==> src/rtl/pcpi_m_dispatch.sv <==
// PCPI bridge that forwards RV32M instructions to an external M-extension coprocessor.
// Handles issue, result writeback, core-side aborts, and cycle timeouts that end in a drain.
module pcpi_m_dispatch #(
    parameter int unsigned TIMEOUT_CYCLES = 64
) (
    input  logic        clk,
    input  logic        resetn,
    input  logic        pcpi_valid,
    input  logic [31:0] pcpi_insn,
    input  logic [31:0] pcpi_rs1,
    input  logic [31:0] pcpi_rs2,
    output logic        pcpi_wr,
    output logic [31:0] pcpi_rd,
    output logic        pcpi_wait,
    output logic        pcpi_ready,
    output logic        cp_valid,
    output logic [31:0] cp_instruction,
    output logic [31:0] cp_rs1,
    output logic [31:0] cp_rs2,
    input  logic        cp_ready,
    input  logic        cp_busy,
    input  logic [31:0] cp_rd,
    output logic        timeout_err,
    output logic [15:0] op_count
);

    localparam int unsigned CNT_W = $clog2(TIMEOUT_CYCLES + 1);

    typedef enum logic [2:0] {
        S_IDLE,
        S_ISSUE,
        S_WAIT,
        S_RESP,
        S_HOLD,
        S_DRAIN
    } state_t;

    state_t             r_state;
    state_t             w_state_nxt;
    logic [CNT_W-1:0]   r_cnt;
    logic [CNT_W-1:0]   w_cnt_nxt;
    logic [CNT_W-1:0]   w_cnt_inc;
    logic               w_cnt_hit;
    logic               w_m_decode;
    logic [31:0]        r_insn, r_rs1, r_rs2;
    logic [31:0]        w_insn_nxt, w_rs1_nxt, w_rs2_nxt;
    logic [31:0]        r_rd, w_rd_nxt;
    logic               r_cp_valid, r_wait, r_ready, r_wr, r_timeout;
    logic               w_cp_valid_nxt, w_wait_nxt, w_resp_nxt, w_timeout_nxt;
    logic [15:0]        r_op_count, w_op_count_nxt;

    assign w_m_decode = (pcpi_insn[6:0] == 7'b0110011) && (pcpi_insn[31:25] == 7'b0000001);
    assign w_cnt_inc  = r_cnt + CNT_W'(1);
    assign w_cnt_hit  = (w_cnt_inc == CNT_W'(TIMEOUT_CYCLES));

    // Next-state and next-output logic; outputs are registered from the next state.
    always_comb begin
        w_state_nxt    = r_state;
        w_cnt_nxt      = r_cnt;
        w_insn_nxt     = r_insn;
        w_rs1_nxt      = r_rs1;
        w_rs2_nxt      = r_rs2;
        w_rd_nxt       = 32'd0;
        w_timeout_nxt  = r_timeout;
        w_op_count_nxt = r_op_count;

        case (r_state)
            S_IDLE: begin
                if (pcpi_valid && w_m_decode) begin
                    w_state_nxt = S_ISSUE;
                    w_insn_nxt  = pcpi_insn;
                    w_rs1_nxt   = pcpi_rs1;
                    w_rs2_nxt   = pcpi_rs2;
                    w_cnt_nxt   = '0;
                end
            end
            S_ISSUE, S_WAIT: begin
                w_cnt_nxt = w_cnt_inc;
                // Abort beats a coincident cp_ready; the coprocessor is then already done.
                if (!pcpi_valid) begin
                    w_state_nxt = cp_ready ? S_IDLE : S_DRAIN;
                    w_cnt_nxt   = '0;
                end else if (cp_ready) begin
                    w_state_nxt    = S_RESP;
                    w_rd_nxt       = cp_rd;
                    w_op_count_nxt = r_op_count + 16'd1;
                end else if (w_cnt_hit) begin
                    w_state_nxt   = S_DRAIN;
                    w_timeout_nxt = 1'b1;
                    w_cnt_nxt     = '0;
                end else if ((r_state == S_ISSUE) && cp_busy) begin
                    w_state_nxt = S_WAIT;
                end
            end
            S_RESP: begin
                w_state_nxt = S_HOLD;
            end
            S_HOLD: begin
                if (!pcpi_valid) begin
                    w_state_nxt = S_IDLE;
                end
            end
            S_DRAIN: begin
                w_cnt_nxt = w_cnt_inc;
                if (cp_ready) begin
                    w_state_nxt = S_IDLE;
                end else if (w_cnt_hit) begin
                    w_state_nxt   = S_IDLE;
                    w_timeout_nxt = 1'b1;
                end
            end
            default: begin
                w_state_nxt = S_IDLE;
            end
        endcase

        w_cp_valid_nxt = (w_state_nxt == S_ISSUE);
        w_wait_nxt     = (w_state_nxt == S_ISSUE) || (w_state_nxt == S_WAIT);
        w_resp_nxt     = (w_state_nxt == S_RESP);
    end

    always_ff @(posedge clk) begin
        if (!resetn) begin
            r_state    <= S_IDLE;
            r_cnt      <= '0;
            r_insn     <= 32'd0;
            r_rs1      <= 32'd0;
            r_rs2      <= 32'd0;
            r_rd       <= 32'd0;
            r_cp_valid <= 1'b0;
            r_wait     <= 1'b0;
            r_ready    <= 1'b0;
            r_wr       <= 1'b0;
            r_timeout  <= 1'b0;
            r_op_count <= 16'd0;
        end else begin
            r_state    <= w_state_nxt;
            r_cnt      <= w_cnt_nxt;
            r_insn     <= w_insn_nxt;
            r_rs1      <= w_rs1_nxt;
            r_rs2      <= w_rs2_nxt;
            r_rd       <= w_rd_nxt;
            r_cp_valid <= w_cp_valid_nxt;
            r_wait     <= w_wait_nxt;
            r_ready    <= w_resp_nxt;
            r_wr       <= w_resp_nxt;
            r_timeout  <= w_timeout_nxt;
            r_op_count <= w_op_count_nxt;
        end
    end

    assign pcpi_wr        = r_wr;
    assign pcpi_rd        = r_rd;
    assign pcpi_wait      = r_wait;
    assign pcpi_ready     = r_ready;
    assign cp_valid       = r_cp_valid;
    assign cp_instruction = r_insn;
    assign cp_rs1         = r_rs1;
    assign cp_rs2         = r_rs2;
    assign timeout_err    = r_timeout;
    assign op_count       = r_op_count;

endmodule

==> config.mk <==
export PLATFORM = sky130hd
export DESIGN_NAME = pcpi_m_dispatch
export DESIGN_NICKNAME = d
export VERILOG_FILES = /design/src/rtl/pcpi_m_dispatch.sv
export SDC_FILE = /design/constraint.sdc
export NUM_CORES = 1
export LEC_CHECK = 0
export CAP_MARGIN = 20
export CORE_AREA = 5 5 124 126
export CTS_BUF_LIST = sky130_fd_sc_hd__clkbuf_16
export DETAILED_ROUTE_END_ITERATION = 10
export DIE_AREA = 0 0 129 131
export MAX_ROUTING_LAYER = met4
export PLACE_DENSITY = 0.81
export SKIP_LAST_GASP = 1
export SYNTH_ARGS = -nofsm -noshare
export SYNTH_HDL_FRONTEND = slang
export SYNTH_SLANG_ARGS = --single-unit
==> constraint.sdc <==
create_clock -name clk -period 3 [get_ports clk]
set_input_delay 0.45 -clock clk [delete_from_list [all_inputs] [get_ports clk]]
set_output_delay 0.45 -clock clk [all_outputs]
set_load 0.01 [all_outputs]
== Word-level counts from Yosys, hierarchy flattened ==
Cells that the tools add are included.

* Output and inout bits: 149
* Bits of input ports: 133
* Bits in registers: 158

* Reductions and logical operators: 13
* $add $sub $neg: 2
* Muxes and demuxes: 19
* Equal/unequal tests: 13

{| class="wikitable"
|+ Operator list
! kind !! number
|-
| 7-bit 2-to-1 mux || 4
|-
| 3-bit 2-to-1 mux || 9
|-
| 7-bit case mux with 3 select lines || 1
|-
| 16-bit by 1-bit adder with 16-bit output (second input constant) || 1
|-
| 3-bit case mux with 5 select lines || 1
|-
| 3-bit by 2-bit == test with 1-bit output (second input constant) || 4
|-
| 7-bit by 1-bit adder with 7-bit output (second input constant) || 1
|-
| 7-bit by 1-bit == test with 1-bit output (second input constant) || 1
|-
| 7-bit by 6-bit == test with 1-bit output (second input constant) || 1
|-
| 7-bit == test (second input constant) || 1
|-
| 3-bit by 1-bit == test with 1-bit output (second input constant) || 2
|-
| 3-bit == test (second input constant) || 2
|-
| 2-bit AND reduction || 3
|-
| 2-bit != test (second input constant) || 2
|-
| 4-bit AND reduction || 1
|-
| 1-bit logical AND || 3
|-
| 3-bit logical NOT || 1
|-
| 1-bit 2-to-1 mux || 3
|-
| 3-bit AND reduction || 1
|-
| 3-bit nonzero test || 1
|-
| 1-bit case mux with 2 select lines || 1
|-
| 2-bit nonzero test || 1
|-
| 2-bit OR reduction || 1
|-
| 1-bit logical OR || 1
|}

== Depth between registers and ports, before layout ==
* Depth in word-level cells: 9
* Mapped depth: 7

== Least setup slack after synthesis ==
OpenSTA, ideal clock, no wires.

* Path kind: input-to-reg
* Start: input port pcpi_insn[27]
* End: register r_rs1[1], in the netlist cp_rs1[1]
* Setup slack: 0.745 ns
* Stages on the path: 7
* Library setup time: 0.070 ns
* Arrival time: 2.184 ns
* Path buffers: 2
* Cells stage by stage: or4_1 -> or4_1 -> nor3_2 -> buf_4 -> buf_6 -> nand2_1 -> a21oi_1

* Word-level cells in the longest chain between the ends: 4

{| class="wikitable"
|+ Ends and longest elaborated chain
! what !! line !! text
|-
| start: declaration || 9 || <nowiki>input logic [31:0] pcpi_insn,</nowiki>
|-
| 7-bit by 1-bit == test with 1-bit output || 52 || <nowiki>assign w_m_decode = (pcpi_insn[6:0] == 7'b0110011) && (pcpi_insn[31:25] == 7'b0000001);</nowiki>
|-
| 1-bit logical AND || 52 ||
|-
| 1-bit logical AND || 69 || <nowiki>if (pcpi_valid && w_m_decode) begin</nowiki>
|-
| 2-bit AND reduction (no source line) || - ||
|-
| end signal: assignment || 140 || <nowiki>r_rs1 <= w_rs1_nxt;</nowiki>
|-
| end: declaration || 45 || <nowiki>logic [31:0] r_insn, r_rs1, r_rs2;</nowiki>
|}

No other way between the ends.
A chain may end at the register's enable or synchronous reset.

== Worst setup path in the final report ==
* Start: input port pcpi_insn[27]
* End: register r_rs1[23], in the netlist cp_rs1[23]

The elaborated chain is that of the path after synthesis.

==> results_dict.tcl <==
set metrics [dict create \
    yosysSeqAreaShare_pct 57.0 \
    vias 5212 \
    grt_max_degree 74 \
    hold_violations 0 \
    gp_congestion 0.841 \
    synthSimpleGateAreaFrac_pct 25.1 \
    initial_core_util_pct 39.1 \
    antenna_found_initial 0 \
    synthAdderAreaFrac_pct 0.451 \
    synth_top_family_by_area "simple AND/OR/NAND/NOR gates" \
    wl_per_cell_um 15.3 \
    fin_crit_ns 2.48 \
    power_density_mw_per_mm2 482 \
    clock_latency_ns 0.41 \
    dieWidth_um 129 \
    drtPass1Iterations 4 \
    fp.dieH_um 131 \
    cp_common_cell "or4_1" \
    synth_fp_nets 775 \
    synthFlopType "dfxtp_1" \
    synthMuxAreaShare_pct 0.180 \
    grt.total_usage_pct 19.6 \
    fp.coreArea_mm2 0.0142 \
    grt_pass1_wl_mm 25.4 \
    dp_cells 1072 \
    crit_type "primary input to flip-flop" \
    r2r_slack_ns 0.92 \
    crit_path_max_incr_delay_ns 0.57 \
    dieArea_mm2 0.0169 \
    ys_async_sr_fraction_pct 0 \
    rsz0062_at_grt "false" \
    std_cell_rows 44 \
    synth-seq-cells 158 \
    final_cell_mix "clkdlybuf4s50_1 (281), nand2_1 (176), dfxtp_1 (158)" \
    synth_xor_area_share_pct 2.37 \
    final_common_cell "clkdlybuf4s50_1" \
    via_per_inst 4.72 \
    cts_tree "yes" \
    worstPathArrival_ns 2.81 \
    avgSynthCellArea_um2 8.67 \
    grt_pass1_vias 4888 \
    hold_path.class "flip-flop to flip-flop" \
    stdcell_count 1104 \
    post_cts_buffers 0 \
    numCtsBuffers 17 \
    initialDrtViolationCount 295 \
    cp_max_fo 66 \
    grt.overflow.total 0 \
    syn-cell-area_mm2 0.00555 \
    wl_mm 16.9 \
    tns_ns 0 \
    path_buf_inv 2 \
    tightest_slew_ns 0.847 \
    multi_input_area_mm2 0.00219 \
    end_kind "flip-flop" \
    synth_edf_count 0 \
    clk_pin_slew_ns 0.06 \
    hold_buffers 0 \
    fillers 1187 \
    cts_max_path_buffers 2 \
    ys_types 40 \
    ys_warn_count 0 \
    drc 0 \
    ir_drop_v 0.000337 \
    setup_viol 0 \
    seq_area_mm2 0.00316 \
    synth_compound_area_share_pct 11.2 \
    period_share_pct 82.8 \
    outcome "finished clean" \
    ctsResizeCount 0 \
    ios 282 \
    htreeDepth 4 \
    cts.sinks 158 \
    maxSlewViolCount 0 \
    layout-drive-gt1-share_pct 4.67 \
    cp_cell_sequence "clkdlybuf4s50_1, or4_1, or4_1, nor3_4, buf_12, nand2_1, a21oi_1" \
    cp_slowest_cell "or4_1" \
    drv.max_cap_violation_count 0 \
    synth_cells 640 \
    antenna_left 0 \
    fin_hold_ws_ns 0.447 \
    required_ns 3.33 \
    dp_hpwl_mm 12.0 \
    worst_path_dominant_cell_family "simple AND/OR/NAND/NOR gates" \
    p_leak_nw 3.31 \
    start_kind "primary input" \
    port_buffers 281 \
    cts-root-buf "clkbuf_16" \
    max_clock_freq_mhz 403 \
    antenna_cells 0 \
    syn_to_final_growth_pct 63.6 \
    maxSlewHeadroom_pct 43.2 \
    nets 1042 \
    fin_skew_ns 0.00583 \
]
cell usage after synthesis, types with 3 or more instances:
cell type	count	area [um^2]
o21ai_0	10	50.1
buf_2	5	25.0
and3_1	47	294
nor2_1	33	124
or4_1	4	30.0
a31oi_1	3	18.8
buf_6	3	33.8
xor2_1	13	114
nand3_1	8	40.0
nand4_1	5	31.3
nand2_1	177	664
a21oi_1	96	480
clkbuf_1	31	116
nor2b_1	5	31.3
dfxtp_1	158	3160
nand4bb_1	3	33.8
or3_1	5	31.3
worst paths after layout:
check	depth (start not counted)	end	startpoint
max	7	cp_rs1[23]	pcpi_insn[27]
min	2	cp_rs1[16]	cp_rs1[16]
max reg2reg	6	cp_rs1[23]	r_state[2]
min reg2reg	2	cp_rs1[16]	cp_rs1[16]
report_power, final:
| group | switching (W) | total, W | internal [W] | leakage (nW) |
|---|---|---|---|---|
| registers | 0.0000000206 | 0.00210 | 0.00210 | 1.27 |
| logic | 0.0000599 | 0.000218 | 0.000158 | 1.76 |
| clock network | 0.000841 | 0.00206 | 0.00122 | 0.278 |
state kept, by name (all words and copies together), names as in the netlist:
name            cells
cp_instruction     32
timeout_err         1
cp_rs1             32
pcpi_wait           1
op_count           16
cp_valid            1
cp_rs2             32
r_state             3
r_cnt               7
pcpi_rd            32
pcpi_wr             1
per-stage QoR:
| step | cell area, um^2 | worst slack [ns] | util (%) | total power (W) |
|---|---|---|---|---|
| 2_1_floorplan | 5550 | 0.745 | - | 0.00218 |
| 3_5_place_dp | 8500 | 0.158 | 59.9 | 0.00236 |
| 5_1_grt | 9070 | 0.463 | 63.9 | 0.00454 |
| 3_3_place_gp | 8500 | 0.209 | 59.9 | 0.00236 |
| 6_report | 9070 | 0.517 | 63.9 | 0.00438 |
| 4_1_cts | 9070 | 0.567 | 63.9 | 0.00443 |
kinds of logic after synthesis:
family,Yosys count
xor+xnor,15
compound gates,117
mux,1
fa+ha+maj,2
buf+inv,45
simple gates,302
flops,158
routing by layer:
metal	global-route usage, %	vias up	part of all wire (%)
li1	-	2670	-
met1	22.6	2368	41
met2	31.6	155	50
met3	7.52	19	7.7
met4	6.42	0	1.9
met5	-	-	0
tightest hold or removal path, stage by stage (launching register included):
cell,delay [ns]
dfxtp_1,0.30
nand2_1,0.05
a21oi_1,0.05
final cells by class:
cell class	instances	share of cell area [%]
sequential	158	34.9
timing repair buffer	290	32.0
multi-input combinational	437	24.2
clock buffer	17	4.69
tap	184	2.54
clock inverter	15	1.59
inverter	3	0.138
No activity file was read; power rests on OpenSTA's default activity.
